File: src/rtl/frame_pixel_writer.sv
// frame_pixel_writer
// Packs a stream of 8-bit grayscale pixels into 32-bit little-endian words
// and writes them to the on-chip frame memory at sequential word addresses
// starting from a programmable base. One frame is captured per start pulse.
//
// Ports:
//   clk, reset_n         system clock (rising edge), async active-low reset
//   start                one-cycle pulse arming capture of one frame
//   base_addr            first word address, latched on accepted start
//   word_limit           max words per frame (0 = 2^ADDR_W), latched on start
//   pix_data/valid/ready pixel stream handshake
//   pix_sof, pix_eof     frame markers, qualified by pix_valid
//   mem_*                single-cycle write port (chipselect mirrors write)
//   busy                 capture in progress (waiting for sof or packing)
//   done, overflow,      sticky status, cleared by the next accepted start
//   sof_err
//   words_written        words written in the current frame

module frame_pixel_writer #(
   parameter int ADDR_W = 13,
   parameter int CNT_W  = 14
) (
   input  logic              clk,
   input  logic              reset_n,
   input  logic              start,
   input  logic [ADDR_W-1:0] base_addr,
   input  logic [CNT_W-1:0]  word_limit,
   input  logic [7:0]        pix_data,
   input  logic              pix_valid,
   input  logic              pix_sof,
   input  logic              pix_eof,
   output logic              pix_ready,
   output logic [ADDR_W-1:0] mem_address,
   output logic [3:0]        mem_byteenable,
   output logic              mem_chipselect,
   output logic              mem_write,
   output logic [31:0]       mem_writedata,
   output logic              busy,
   output logic              done,
   output logic              overflow,
   output logic              sof_err,
   output logic [CNT_W-1:0]  words_written
);

   typedef enum logic [1:0] {
      IDLE,
      WAIT_SOF,
      PACK,
      FIN
   } state_t;

   localparam logic [CNT_W-1:0] LIMIT_MAX = CNT_W'(1) << ADDR_W;

   state_t            state;
   state_t            state_nxt;

   logic [ADDR_W-1:0] base_q;
   logic [CNT_W-1:0]  limit_q;
   logic [CNT_W-1:0]  ww_q;
   logic [3:0][7:0]   asm_q;
   logic [1:0]        lanes_q;
   logic              done_pend_q;
   logic              ovf_pend_q;

   logic              start_acc;
   logic              pix_acc;
   logic              restart;
   logic              store;
   logic [1:0]        lane_sel;
   logic [3:0][7:0]   asm_nxt;
   logic [CNT_W-1:0]  ww_base;
   logic [CNT_W-1:0]  ww_inc;
   logic              word_done;
   logic              limit_hit;
   logic [3:0]        be_nxt;

   // State register
   always_ff @(posedge clk or negedge reset_n) begin
      if (!reset_n) begin
         state <= IDLE;
      end else begin
         state <= state_nxt;
      end
   end

   // Next state, handshake and word-assembly decode
   always_comb begin
      state_nxt = state;
      pix_ready = 1'b0;
      busy      = 1'b0;
      start_acc = 1'b0;

      unique case (state)
         IDLE: begin
            start_acc = start;
         end
         WAIT_SOF: begin
            busy      = 1'b1;
            pix_ready = 1'b1;
         end
         PACK: begin
            busy      = 1'b1;
            pix_ready = 1'b1;
         end
         FIN: begin
            start_acc = start;
         end
         default: begin
            state_nxt = IDLE;
         end
      endcase

      pix_acc = pix_valid & pix_ready;

      // A sof pixel (in WAIT_SOF or mid-frame in PACK) restarts assembly
      // from lane 0 and rewinds the word index to the base address.
      restart = pix_acc & pix_sof;
      store   = pix_acc & (pix_sof | (state == PACK));

      lane_sel = restart ? 2'd0 : lanes_q;
      ww_base  = restart ? '0 : ww_q;
      ww_inc   = ww_base + CNT_W'(1);

      asm_nxt           = restart ? '0 : asm_q;
      asm_nxt[lane_sel] = pix_data;

      word_done = store & ((lane_sel == 2'd3) | pix_eof);
      limit_hit = word_done & ~pix_eof & (ww_inc == limit_q);

      unique case (lane_sel)
         2'd0:    be_nxt = 4'b0001;
         2'd1:    be_nxt = 4'b0011;
         2'd2:    be_nxt = 4'b0111;
         default: be_nxt = 4'b1111;
      endcase

      if (start_acc) begin
         state_nxt = WAIT_SOF;
      end else if (word_done && (pix_eof || limit_hit)) begin
         state_nxt = FIN;
      end else if (restart) begin
         state_nxt = PACK;
      end
   end

   // Datapath, write port and status
   always_ff @(posedge clk or negedge reset_n) begin
      if (!reset_n) begin
         base_q         <= '0;
         limit_q        <= '0;
         ww_q           <= '0;
         asm_q          <= '0;
         lanes_q        <= '0;
         done_pend_q    <= 1'b0;
         ovf_pend_q     <= 1'b0;
         mem_address    <= '0;
         mem_byteenable <= '0;
         mem_chipselect <= 1'b0;
         mem_write      <= 1'b0;
         mem_writedata  <= '0;
         done           <= 1'b0;
         overflow       <= 1'b0;
         sof_err        <= 1'b0;
      end else begin
         mem_write      <= 1'b0;
         mem_chipselect <= 1'b0;

         if (start_acc) begin
            base_q      <= base_addr;
            limit_q     <= (word_limit == '0) ? LIMIT_MAX : word_limit;
            ww_q        <= '0;
            asm_q       <= '0;
            lanes_q     <= '0;
            done_pend_q <= 1'b0;
            ovf_pend_q  <= 1'b0;
            done        <= 1'b0;
            overflow    <= 1'b0;
            sof_err     <= 1'b0;
         end else begin
            // Status follows the final write pulse by one cycle.
            if (done_pend_q) begin
               done        <= 1'b1;
               overflow    <= ovf_pend_q;
               done_pend_q <= 1'b0;
               ovf_pend_q  <= 1'b0;
            end

            if (restart && (state == PACK)) begin
               sof_err <= 1'b1;
            end

            if (word_done) begin
               mem_write      <= 1'b1;
               mem_chipselect <= 1'b1;
               mem_address    <= base_q + ww_base[ADDR_W-1:0];
               mem_byteenable <= be_nxt;
               mem_writedata  <= asm_nxt;
               ww_q           <= ww_inc;
               // Assembly register is freed at once so the next pixel can
               // start a fresh word while the write is on the bus.
               asm_q          <= '0;
               lanes_q        <= '0;
               if (pix_eof || limit_hit) begin
                  done_pend_q <= 1'b1;
                  ovf_pend_q  <= limit_hit;
               end
            end else if (store) begin
               asm_q   <= asm_nxt;
               lanes_q <= lane_sel + 2'd1;
               ww_q    <= ww_base;
            end
         end
      end
   end

   assign words_written = ww_q;

endmodule

File: config.mk
export PLATFORM = sky130hd
export DESIGN_NAME = frame_pixel_writer
export DESIGN_NICKNAME = d
export VERILOG_FILES = /design/src/rtl/frame_pixel_writer.sv
export SDC_FILE = /design/constraint.sdc
export NUM_CORES = 1
export LEC_CHECK = 0
export BUFFER_PORTS_ARGS = -buffer_cell sky130_fd_sc_hd__buf_2
export CAP_MARGIN = 30
export CORE_MARGIN = 1
export CORE_UTILIZATION = 55
export CTS_CLUSTER_SIZE = 14
export DETAILED_ROUTE_END_ITERATION = 8
export PLACE_DENSITY = 0.78
export SYNTH_ARGS = -nofsm -noshare
export SYNTH_HDL_FRONTEND = slang
export SYNTH_SLANG_ARGS = --single-unit
File: constraint.sdc
create_clock -name clk -period 7.4 [get_ports clk]
set_input_delay 0.37 -clock clk [delete_from_list [all_inputs] [get_ports clk]]
set_output_delay 0.37 -clock clk [all_outputs]
set_load 0.05 [all_outputs]
## After elaboration in Yosys (flattened, before gate mapping)

Cells that the tools add are included.

- Register bits: 132
- Logic and storage cells: 91

- Add/subtract/negate cells: 3
- Order comparisons: 2
- Eq/ne operators: 7
- Muxes and demuxes: 37
- Bitwise gates (word level): 10
- Reductions and logical operators: 14

Operators with widths:

| cell | number |
|---|---|
| $mux 32 | 4 |
| $mux 14 | 5 |
| $bwmux 32 | 1 |
| $mux 1 | 17 |
| $demux 8 s2 | 1 |
| $add 14x1->14 const B | 1 |
| $eq 14x14->1 | 1 |
| $logic_not 14->1 | 1 |
| $mux 2 | 7 |
| $add 13x13->13 | 1 |
| $pmux 4 s3 | 1 |
| $eq 2x2->1 const B | 4 |
| $mux 8 | 1 |
| $and 1x1->1 | 6 |
| $reduce_bool 3->1 | 2 |
| $eq 2x1->1 const B | 2 |
| $logic_not 2->1 | 2 |
| $reduce_bool 2->1 | 2 |
| $reduce_or 2->1 | 2 |
| $logic_and 1x1->1 | 3 |
| $lt 2x3->1 const B | 1 |
| $add 2x1->2 const B | 1 |
| $ge 2x1->1 const B | 1 |
| $not 1->1 | 2 |
| other kinds (3) | 4 |

## Longest topological paths before layout

Gate-level depths: netlist of the first run.

- Word-level depth: 15
- Mapped depth: 18
- Gate-level depth less buffers: 14

## Worst setup path after synthesis of the first run

Ideal clock, no wire load.

- Kind: register -> register
- Start: register state[1]
- End: register state[0]
- Setup time: 0.090 ns
- Arrival time: 3.517 ns
- Data required time: 7.310 ns
- Setup slack: 3.794 ns
- Stages on the path, launching flop included: 16
- Clock period less this slack: 3.606 ns
- Path through: dfrtp_1 -> ha_1 -> buf_4 -> nand3b_1 -> clkbuf_1 -> clkbuf_1 -> clkbuf_1 -> and2_1 -> ha_1 -> clkbuf_1 -> nand3_1 -> nor3_1 -> xnor2_1 -> nor4bb_1 -> nand4b_1 -> o2111ai_1

- Word-level cells in the longest chain between the ends: 15
- Elaborated cells on any way between the ends: 26

RTL lines:

| item | RTL line | text |
|---|---|---|
| start, declared | 54 | `state_t state;` |
| start signal, assigned | 82 | `state <= state_nxt;` |
| parallel branches: the longest is 15 deep, another holds $add 14x1->14 | n/a |  |

Parallel ways; which one is timed is not known.
A chain may end at the register's enable or synchronous reset.

## Worst setup path in the final report of the first run

- Start: register state[1]
- End: register ww_q[4], in the netlist words_written[4]

- Word-level cells in the longest chain between the ends: 11
- Elaborated cells on any way between the ends: 22

RTL lines:

| item | RTL line | text |
|---|---|---|
| parallel branches: the longest is 11 deep, another holds $add 14x1->14 | n/a |  |
| end signal, assigned | 198 | `ww_q <= ww_inc;` |
| end signal, assigned | 210 | `ww_q <= ww_base;` |
| end, declared | 59 | `logic [CNT_W-1:0] ww_q;` |

Parallel ways; which one is timed is not known. The select of a mux whose other input is x is not followed.

==> results of run 1 <==
-- registers in the layout, indices dropped and copies added, names as in the netlist --
signal          count
done                1
mem_address        13
limit_q            14
state               2
asm_q              32
sof_err             1
mem_write           1
base_q             13
ovf_pend_q          1
mem_writedata      32
done_pend_q         1
mem_byteenable      4
words_written      14
lanes_q             2
overflow            1
-- area by class of cell --
cell class                 count  area share, %
sequential                   132           42.0
multi-input combinational    514           39.5
timing repair buffer         114           7.42
clock buffer                  21           5.98
tap                          143           2.28
clock inverter                10           2.26
inverter                      11          0.525
-- worst paths after layout --
check / end / slack [ns] / cells past startpoint
setup / recovery: words_written[4]$_DFFE_PN0P_ / 3.41 / 11
hold / removal: mem_writedata[19]$_DFFE_PN0P_ / 0.06 / 1
setup reg to reg: words_written[4]$_DFFE_PN0P_ / 3.41 / 11
hold reg to reg: mem_byteenable[0]$_DFFE_PN0P_ / 0.46 / 1
max in group asynchronous: asm_q[4]$_DFFE_PN0P_ / 6.01 / 2
min in group clk: base_q[9]$_DFFE_PN0P_ / 0.17 / 2
-- through the flow --
stage | std cells | hold slack [ns]
4_1_cts | 945 | 0.0797
3_3_place_gp | 914 | 0.447
3_5_place_dp | 914 | 0.451
5_1_grt | 945 | 0.140
6_report | 945 | 0.0607
2_1_floorplan | 699 | 0.0744
-- per-layer routing --
| metal | vias up | part of all wire, % |
|---|---|---|
| met5 | - | 0 |
| met4 | 0 | 3.2 |
| met3 | 40 | 6.4 |
| met2 | 223 | 50 |
| met1 | 2566 | 40 |
| li1 | 2633 | - |
-- synth_stat cells (all sizes together) (3+ instances only) --
library cell  count  area (um2)
dfrtp           132        3300
nand2           113         424
o21ai            79         395
nor2             56         210
a21oi            50         250
clkbuf           31         116
a22o             27         236
mux2             27         304
xnor2            19         166
ha               18         225
and2             16         100
nand3            15        75.1
buf              11        61.3
inv              11        41.3
nor3             10        50.1
and3              7        43.8
nand2b            7        43.8
xor2              7        61.3
a21o              5        37.5
nand4             5        31.3
o21a              5        37.5
mux2i             4        40.0
o31ai             4        30.0
a211oi            3        27.5
a311oi            3        26.3
a31oi             3        18.8
nor4              3        18.8
or3               3        18.8
-- layout by cell type, fill, tap and decap left out, types with 10 or more instances in the layout --
| cell | count |
|---|---|
| nor3_1 | 10 |
| a21oi_1 | 50 |
| clkbuf_16 | 17 |
| xnor2_1 | 19 |
| buf_2 | 109 |
| inv_1 | 11 |
| a22o_1 | 27 |
| nand3_1 | 15 |
| dfrtp_1 | 132 |
| and2_1 | 16 |
| ha_1 | 18 |
| nand2_1 | 113 |
| o21ai_0 | 71 |
| mux2_2 | 27 |
| nor2_1 | 56 |
-- worst register-to-register path: stages (launching register included) --
cell and delay [ns]:
dfrtp_1 0.38, ha_1 0.44, nand3b_1 0.15, buf_4 0.48, nand2_1 0.27, inv_1 0.15, ha_1 0.63, o221ai_4 0.26
inv_1 0.34, nand2_1 0.34, or3_1 0.41, o21ai_0 0.08
-- cell families (layout without fill, tap and decap cells) --
| group | after synthesis | in the layout | synth area share, % |
|---|---|---|---|
| flops | 132 | 132 | 50.0 |
| xor+xnor | 26 | 26 | 3.44 |
| fa+ha+maj | 19 | 19 | 3.71 |
| simple gates | 247 | 247 | 16.9 |
| compound gates | 191 | 191 | 17.5 |
| mux | 31 | 31 | 5.20 |
| buf+inv | 53 | 156 | 3.31 |
-- report_power, final --
group / switching (mW) / internal (mW) / total, mW
clock: 0.303 / 0.619 / 0.923
combinational: 0.857 / 0.391 / 1.25
sequential: 0.143 / 0.926 / 1.07
==> impl_results.html, run 1 <==
<table>
<tr><th>Metric</th><th>Value</th></tr>
<tr><th colspan="2">Detailed routing</th></tr>
<tr><td>Post-detailed-route DRC marker count</td><td>11</td></tr>
<tr><td>Antenna Violating Nets Remaining</td><td>0</td></tr>
<tr><td>Routed length per placed instance</td><td>16.9 um</td></tr>
<tr><td>Detailed Routing Iterations Pass 1</td><td>9</td></tr>
<tr><td>Via-to-Cell Ratio</td><td>~5.8</td></tr>
<tr><td>Total wire length after detailed routing</td><td>around 16000 um</td></tr>
<tr><td>DRT iter0 DRCs</td><td>~350</td></tr>
<tr><td>Count of vias placed by the detailed router</td><td>5462</td></tr>
<tr><th colspan="2">Min path</th></tr>
<tr><td>Hold Crit Class</td><td>input port to async pin</td></tr>
<tr><th colspan="2">Die</th></tr>
<tr><td>Starting density of the core</td><td>57.2%</td></tr>
<tr><td>Core Box Area</td><td>about 12000 um2</td></tr>
<tr><td>Ports placed on the boundary</td><td>around 110</td></tr>
<tr><td>Die Y-Extent</td><td>around 110 um</td></tr>
<tr><td>Die Outline Area</td><td>12500 um2</td></tr>
<tr><td>Die boundary width</td><td>112 um</td></tr>
<tr><td>Number of standard-cell rows in the floorplan</td><td>39</td></tr>
<tr><th colspan="2">Critical path</th></tr>
<tr><td>Delay of the slowest critical-path stage</td><td>approximately 0.63 ns</td></tr>
<tr><td>Critical Path Start</td><td>state[1]$_DFFE_PN0P_</td></tr>
<tr><td>Cell family contributing the most delay on the critical path</td><td>simple AND/OR/NAND/NOR gates</td></tr>
<tr><td>WP buf/inv</td><td>3</td></tr>
<tr><td>Critical Path End Type</td><td>register</td></tr>
<tr><td>Data required time at the worst endpoint</td><td>roughly 7.8 ns</td></tr>
<tr><td>Crit Path Class</td><td>register to register</td></tr>
<tr><td>Cell with the largest stage delay on the worst path</td><td>ha_1</td></tr>
<tr><td>Beginning of the worst register-to-register path</td><td>state[1]$_DFFE_PN0P_</td></tr>
<tr><td>Kind of start point of the critical path</td><td>register</td></tr>
<tr><td>Data arrival at the endpoint of the critical path</td><td>around 4.3 ns</td></tr>
<tr><td>Worst-path maximum fanout</td><td>59</td></tr>
<tr><td>Critical path cell sequence</td><td>ha_1 -&gt; nand3b_1 -&gt; buf_4 -&gt; nand2_1 -&gt; inv_1 -&gt; ha_1 -&gt; o221ai_4 -&gt; inv_1 -&gt; nand2_1 -&gt; or3_1 -&gt; o21ai_0</td></tr>
<tr><th colspan="2">Logic synthesis</th></tr>
<tr><td>Seq/Total Area, Yosys</td><td>between 40% and 50%</td></tr>
<tr><td>Mapped Nets</td><td>roughly 760</td></tr>
<tr><td>Instance count of the mapped netlist</td><td>around 700</td></tr>
<tr><td>Number of enable flip-flop cells after synthesis</td><td>0</td></tr>
<tr><td>Total of warnings raised by yosys</td><td>0</td></tr>
<tr><td>Post-synthesis async set-or-reset flop share</td><td>between 90% and 100%</td></tr>
<tr><td>Synth Area per Inst</td><td>roughly 9.5 um2</td></tr>
<tr><td>Number of storage elements in the synthesis netlist</td><td>132</td></tr>
<tr><td>Cell area after synthesis</td><td>6610 um2</td></tr>
<tr><td>Cell variety after synth</td><td>between 50 and 60</td></tr>
<tr><td>Prevailing post-synth register cell</td><td>dfrtp_1</td></tr>
<tr><th colspan="2">Power</th></tr>
<tr><td>Power density relative to cell area</td><td>about 410 nW/um2</td></tr>
<tr><td>Power consumption</td><td>between 3 and 4 mW</td></tr>
<tr><td>Leakage power total</td><td>roughly 3.8 nW</td></tr>
<tr><td>Worst IR Drop VDD</td><td>around 180 uV</td></tr>
<tr><th colspan="2">STA</th></tr>
<tr><td>Unrepaired setup endpoints after global routing</td><td>false</td></tr>
<tr><td>Worst clock skew on the final layout</td><td>roughly 0.0087 ns</td></tr>
<tr><td>Setup WS post-layout</td><td>between 3 and 4 ns</td></tr>
<tr><td>Max Fclk</td><td>251 MHz</td></tr>
<tr><td>Final hold viol count</td><td>0</td></tr>
<tr><td>Number of pins with negative max-slew slack in the final report</td><td>0</td></tr>
<tr><td>Final setup fails</td><td>0</td></tr>
<tr><td>Final worst-path cycle share</td><td>between 50% and 60%</td></tr>
<tr><td>Transition at the pin with the smallest max-transition slack</td><td>0.829 ns</td></tr>
<tr><td>Slew HR</td><td>between 40% and 50%</td></tr>
<tr><td>Final period demand of the worst path</td><td>between 3 and 4 ns</td></tr>
<tr><td>Total Neg Setup Slack</td><td>0 ns</td></tr>
<tr><th colspan="2">Global routing</th></tr>
<tr><td>Met3 Use GR</td><td>between 5 and 6%</td></tr>
<tr><td>GR Util met2</td><td>about 45%</td></tr>
<tr><td>Via count of the first global-routing pass</td><td>around 5300</td></tr>
<tr><td>Congestion Overflow GR</td><td>0</td></tr>
<tr><td>First-pass GRT wire length</td><td>~26000 um</td></tr>
<tr><td>Pin count of the biggest net entering global routing</td><td>96</td></tr>
<tr><td>Highest-utilization routing layer at the global route stage</td><td>met2</td></tr>
<tr><td>GR Util met1</td><td>about a third</td></tr>
<tr><td>Initial antenna violation count</td><td>0</td></tr>
<tr><td>Global-route usage over all layers</td><td>26.6%</td></tr>
<tr><th colspan="2">Clock tree</th></tr>
<tr><td>Clock transition time at the flip-flop clock pins of the worst setup and hold paths</td><td>roughly 0.060 ns</td></tr>
<tr><td>CTS Hold Bufs</td><td>0</td></tr>
<tr><td>Root buffer cell</td><td>clkbuf_16</td></tr>
<tr><td>CTS Buf Count</td><td>17</td></tr>
<tr><td>Clock tree from TritonCTS</td><td>built</td></tr>
<tr><td>Bufs on Longest Clock Path</td><td>2</td></tr>
<tr><td>Worst-skew pair later-pin latency</td><td>roughly 0.43 ns</td></tr>
<tr><td>Post-CTS setup buffer count</td><td>0</td></tr>
<tr><td>Post-CTS Resized</td><td>0</td></tr>
<tr><td>Clock sink total</td><td>roughly 130</td></tr>
<tr><td># H-tree levels</td><td>4</td></tr>
<tr><th colspan="2">Place</th></tr>
<tr><td>Standard cell area after detailed placement</td><td>approximately 7000 um2</td></tr>
<tr><td>Post-DP HPWL</td><td>~11000 um</td></tr>
<tr><td>Post-place setup slack</td><td>around 3.5 ns</td></tr>
<tr><td>Placer Congestion</td><td>0.888</td></tr>
<tr><td>Number of buffers added on ports</td><td>110</td></tr>
<tr><th colspan="2">Final layout</th></tr>
<tr><td>Total inserted antenna cells</td><td>0</td></tr>
<tr><td>Final #Nets</td><td>850</td></tr>
<tr><td>Reg area</td><td>between 3000 and 4000 um2</td></tr>
<tr><td>Count of fill cells added during filler insertion</td><td>888</td></tr>
<tr><td>Ratio of cells with drive above 1 in the final layout</td><td>21.7%</td></tr>
<tr><td>End-of-flow core utilization</td><td>between 60% and 70%</td></tr>
<tr><td>Combined area of the multi-input logic cells</td><td>between 3000 and 4000 um2</td></tr>
<tr><td>Area added between synthesis and finish</td><td>18.9%</td></tr>
<tr><td>Post-route cell area</td><td>7860 um2</td></tr>
<tr><th colspan="2">Run status</th></tr>
<tr><td>Failing checks</td><td>DRC</td></tr>
<tr><td>Status</td><td>finished with violations</td></tr>
<tr><th colspan="2">Job</th></tr>
<tr><td>Max-capacitance violation count</td><td>0</td></tr>
</table>
(Power assumes the default switching activity.)
==> run 2, diff against run 1 <==
- ABC_AREA: not set -> 1
- clock period: 7.4 -> 4.2 ns (I/O delays scaled with it)
==> run 2 against run 1 <==
  * The run still ends with DRC left
  * Largest cell class unchanged
  * Sequential share of layout area fell by 1.0 points
  * Cell count increased by 14%
  * Setup slack worse by 2.5 ns
  * Largest power group unchanged
==> impl_results.html, run 2 <==
<table>
<tr><th>Metric</th><th>Value</th></tr>
<tr><th colspan="2">Run status</th></tr>
<tr><td>Status</td><td>finished with violations</td></tr>
<tr><td>Failing checks</td><td>DRC</td></tr>
<tr><th colspan="2">Detailed routing</th></tr>
<tr><td>Total wire length after detailed routing</td><td>around 17000 um</td></tr>
<tr><td>Count of vias placed by the detailed router</td><td>6066</td></tr>
<tr><td>Via-to-Cell Ratio</td><td>about 5.6</td></tr>
<tr><td>Detailed Routing Iterations Pass 1</td><td>7</td></tr>
<tr><td>Antenna Violating Nets Remaining</td><td>0</td></tr>
<tr><td>Post-detailed-route DRC marker count</td><td>6</td></tr>
<tr><td>DRT iter0 DRCs</td><td>between 500 and 600</td></tr>
<tr><td>Routed length per placed instance</td><td>between 15 and 20 um</td></tr>
<tr><th colspan="2">Power</th></tr>
<tr><td>Switching power total</td><td>about 2.5 mW</td></tr>
<tr><td>Switching part of the total</td><td>a little over two fifths</td></tr>
<tr><td>Cell internal power dissipation</td><td>approximately 3.3 mW</td></tr>
<tr><td>Worst IR Drop VDD</td><td>between 400 and 500 uV</td></tr>
<tr><td>Power density relative to cell area</td><td>about 700 nW/um2</td></tr>
<tr><td>Power consumption</td><td>between 5 and 6 mW</td></tr>
<tr><td>Share of total power in the clock network</td><td>between 20% and 30%</td></tr>
<tr><td>Part of the total power dissipated in sequential elements</td><td>32.6%</td></tr>
<tr><td>Leakage power total</td><td>between 4 and 5 nW</td></tr>
<tr><td>Part of the power in combinational logic</td><td>slightly below 40%</td></tr>
<tr><th colspan="2">Final layout</th></tr>
<tr><td>Biggest regs</td><td>asm_q: 32 flops, mem_writedata: 32 flops</td></tr>
<tr><td>Leading cell types in the layout, fill and taps excluded</td><td>nand2_1 (269), dfrtp_1 (132), buf_2 (109)</td></tr>
<tr><td>Final Non-Filler Cells</td><td>1075</td></tr>
<tr><td>Reg area</td><td>between 3000 and 4000 um2</td></tr>
<tr><td>Combined area of the multi-input logic cells</td><td>between 2000 and 3000 um2</td></tr>
<tr><td>Count of fill cells added during filler insertion</td><td>roughly 920</td></tr>
<tr><td>Post-route cell area</td><td>roughly 8100 um2</td></tr>
<tr><td>End-of-flow core utilization</td><td>69.6%</td></tr>
<tr><td>Final #Nets</td><td>980</td></tr>
<tr><td>Total inserted antenna cells</td><td>0</td></tr>
<tr><td>Ratio of cells with drive above 1 in the final layout</td><td>between 10% and 20%</td></tr>
<tr><td>Area added between synthesis and finish</td><td>21.7%</td></tr>
<tr><td>Most common cell after layout, fill and taps aside</td><td>nand2_1</td></tr>
<tr><th colspan="2">Logic synthesis</th></tr>
<tr><td>Number of enable flip-flop cells after synthesis</td><td>0</td></tr>
<tr><td>Yosys top cell area share</td><td>49.9%</td></tr>
<tr><td>Cell area after synthesis</td><td>6620 um2</td></tr>
<tr><td>Number of storage elements in the synthesis netlist</td><td>132</td></tr>
<tr><td>Main combinational cell family by area after synthesis</td><td>simple AND/OR/NAND/NOR gates</td></tr>
<tr><td>Instance count of the mapped netlist</td><td>slightly above 800</td></tr>
<tr><td>Mapped Nets</td><td>865</td></tr>
<tr><td>Prevailing post-synth register cell</td><td>dfrtp_1</td></tr>
<tr><td>Commonest cells post-synth</td><td>nand2_1 (270), dfrtp_1 (132), nand3_1 (76)</td></tr>
<tr><td>Synth Area per Inst</td><td>about 8 um2</td></tr>
<tr><td>Cell variety after synth</td><td>34</td></tr>
<tr><td>Post-synthesis async set-or-reset flop share</td><td>100%</td></tr>
<tr><td>Xor and xnor area share after synthesis</td><td>under 10%</td></tr>
<tr><td>Seq/Total Area, Yosys</td><td>between 40% and 50%</td></tr>
<tr><td>Adder-cell share of the synthesized area</td><td>about 3.7%</td></tr>
<tr><td>Post-synthesis simple-gate area fraction</td><td>about 26%</td></tr>
<tr><td>Area fraction in compound gates after synthesis</td><td>12.6%</td></tr>
<tr><td>Mux share of post-synthesis cell area</td><td>0%</td></tr>
<tr><td>Post-synth top area cell</td><td>dfrtp_1</td></tr>
<tr><td>Leading post-synthesis cells by cell area</td><td>dfrtp_1 (50%), nand2_1 (15%), nand3_1 (5.7%), o21ai_0 (5.6%), a32o_1 (4.7%)</td></tr>
<tr><td>Total of warnings raised by yosys</td><td>0</td></tr>
<tr><td>Leading cell type by number of instances after synthesis</td><td>nand2_1</td></tr>
<tr><th colspan="2">Global routing</th></tr>
<tr><td>Pin count of the biggest net entering global routing</td><td>53</td></tr>
<tr><td>Via count of the first global-routing pass</td><td>between 5000 and 6000</td></tr>
<tr><td>Congestion Overflow GR</td><td>0</td></tr>
<tr><td>Global-route usage over all layers</td><td>~30%</td></tr>
<tr><td>First-pass GRT wire length</td><td>roughly 29000 um</td></tr>
<tr><td>Initial antenna violation count</td><td>0</td></tr>
<tr><th colspan="2">STA</th></tr>
<tr><td>Final-layout worst hold slack</td><td>around 0.0067 ns</td></tr>
<tr><td>Slew HR</td><td>40.9%</td></tr>
<tr><td>Setup WS post-layout</td><td>a little under 0.9 ns</td></tr>
<tr><td>Max Fclk</td><td>between 200 and 300 MHz</td></tr>
<tr><td>Total Neg Setup Slack</td><td>0 ns</td></tr>
<tr><td>Final period demand of the worst path</td><td>between 3 and 4 ns</td></tr>
<tr><td>Number of pins with negative max-slew slack in the final report</td><td>0</td></tr>
<tr><td>Final worst-path cycle share</td><td>79.4%</td></tr>
<tr><td>Final hold viol count</td><td>0</td></tr>
<tr><td>Unrepaired setup endpoints after global routing</td><td>false</td></tr>
<tr><td>Worst clock skew on the final layout</td><td>approximately 0.0046 ns</td></tr>
<tr><td>Transition at the pin with the smallest max-transition slack</td><td>between 0.8 and 0.9 ns</td></tr>
<tr><td>Final setup fails</td><td>0</td></tr>
<tr><th colspan="2">Clock tree</th></tr>
<tr><td>Post-CTS setup buffer count</td><td>0</td></tr>
<tr><td>Root buffer cell</td><td>clkbuf_16</td></tr>
<tr><td>Clock tree from TritonCTS</td><td>built</td></tr>
<tr><td>Worst-skew pair later-pin latency</td><td>about 0.42 ns</td></tr>
<tr><td>Clock sink total</td><td>~130</td></tr>
<tr><td>Clock transition time at the flip-flop clock pins of the worst setup and hold paths</td><td>roughly 0.060 ns</td></tr>
<tr><td>Bufs on Longest Clock Path</td><td>2</td></tr>
<tr><td># H-tree levels</td><td>4</td></tr>
<tr><td>CTS Buf Count</td><td>17</td></tr>
<tr><th colspan="2">Place</th></tr>
<tr><td>Standard cell area after detailed placement</td><td>~7300 um2</td></tr>
<tr><td>Post-place setup slack</td><td>~0.93 ns</td></tr>
<tr><td>Placed cell count</td><td>slightly above 1000</td></tr>
<tr><td>Post-DP HPWL</td><td>roughly 12000 um</td></tr>
<tr><td>Placer Congestion</td><td>between 0.9 and 1</td></tr>
<tr><td>Number of buffers added on ports</td><td>110</td></tr>
<tr><th colspan="2">Critical path</th></tr>
<tr><td>Data required time at the worst endpoint</td><td>4.54 ns</td></tr>
<tr><td>Data arrival at the endpoint of the critical path</td><td>roughly 3.7 ns</td></tr>
<tr><td>Crit Path Class</td><td>register to register</td></tr>
<tr><td>Critical Path End Type</td><td>register</td></tr>
<tr><td>Worst-path maximum fanout</td><td>32</td></tr>
<tr><td>Kind of start point of the critical path</td><td>register</td></tr>
<tr><th colspan="2">Die</th></tr>
<tr><td>Ports placed on the boundary</td><td>111</td></tr>
<tr><td>Die Y-Extent</td><td>around 110 um</td></tr>
<tr><td>Starting density of the core</td><td>about 57%</td></tr>
<tr><td>Number of standard-cell rows in the floorplan</td><td>39</td></tr>
<tr><td>Core Box Area</td><td>11600 um2</td></tr>
<tr><td>Die Outline Area</td><td>between 10000 and 15000 um2</td></tr>
<tr><td>Die boundary width</td><td>about 110 um</td></tr>
<tr><th colspan="2">Min path</th></tr>
<tr><td>Hold Crit Class</td><td>input port to register</td></tr>
<tr><th colspan="2">Job</th></tr>
<tr><td>Max-capacitance violation count</td><td>0</td></tr>
</table>
==> run 2: final timing paths <==
path | startpoint | to | slack, ns | depth (start not counted)
max | state[0]$_DFFE_PN0P_ | words_written[3]$_DFFE_PN0P_ | 0.87 | 15
min in group asynchronous | reset_n | mem_writedata[0]$_DFFE_PN0P_ | 0.35 | 2
min reg2reg | mem_writedata[14]$_DFFE_PN0P_ | mem_writedata[14]$_DFFE_PN0P_ | 0.47 | 2
max in group asynchronous | reset_n | limit_q[11]$_DFFE_PN0P_ | 2.81 | 3
min | base_addr[11] | base_q[11]$_DFFE_PN0P_ | 0.007 | 3
max reg2reg | state[0]$_DFFE_PN0P_ | words_written[3]$_DFFE_PN0P_ | 0.87 | 15
==> run 2: cell type report <==
type                       count  area share [%]
clock inverter                 7            1.80
inverter                      66            3.08
timing repair buffer         136            9.79
multi-input combinational    567            36.0
clock buffer                  24            6.11
tap                          143            2.22
sequential                   132            41.0
==> run 2: power groups by stage <==
stage	registers [mW]	logic, mW	clock network [mW]
global route	1.91	2.47	1.66
global placement	1.88	2.20	0
CTS	1.87	2.27	1.61
finish	1.87	2.26	1.60
detailed placement	1.89	2.25	0
floorplan	2.47	1.08	0
==> run 2: repair_timing <==
| item | in CTS | in global routing |
|---|---|---|
| endpoints found under the setup margin | 0 | 0 |
| endpoints found under the hold margin | 65 | 0 |
| gates resized for setup | 0 | 0 |
| hold buffers | 16 | 0 |
==> run 2: worst max-delay path, cell delays in order (launching register included) <==
cell	delay, ns
dfrtp_1	0.34
inv_1	0.05
ha_1	0.35
inv_2	0.11
nand3_4	0.30
nand2_1	0.29
inv_1	0.10
ha_1	0.22
or2_2	0.32
nor2_1	0.11
buf_4	0.34
inv_1	0.16
o21ai_1	0.16
buf_4	0.21
inv_1	0.07
o22ai_1	0.12
==> run 2: cells by family after synthesis <==
family	Yosys count
AOI/OAI and AO/OA	131
xor gates and xnor gates	12
adders and majority gates	19
buffers and inverters	106
DFF	132
and+or+nand+nor	405
==> run 2: layer usage <==
layer | wire length (um) | global-route usage [%] | vias to the layer above
met4 | 316 | 12.1 | 0
met3 | 922 | 5.77 | 26
met2 | 8590 | 49.4 | 199
met5 | 0 | 0 | -
met1 | 7540 | 37.8 | 2937
li1 | - | - | 2904
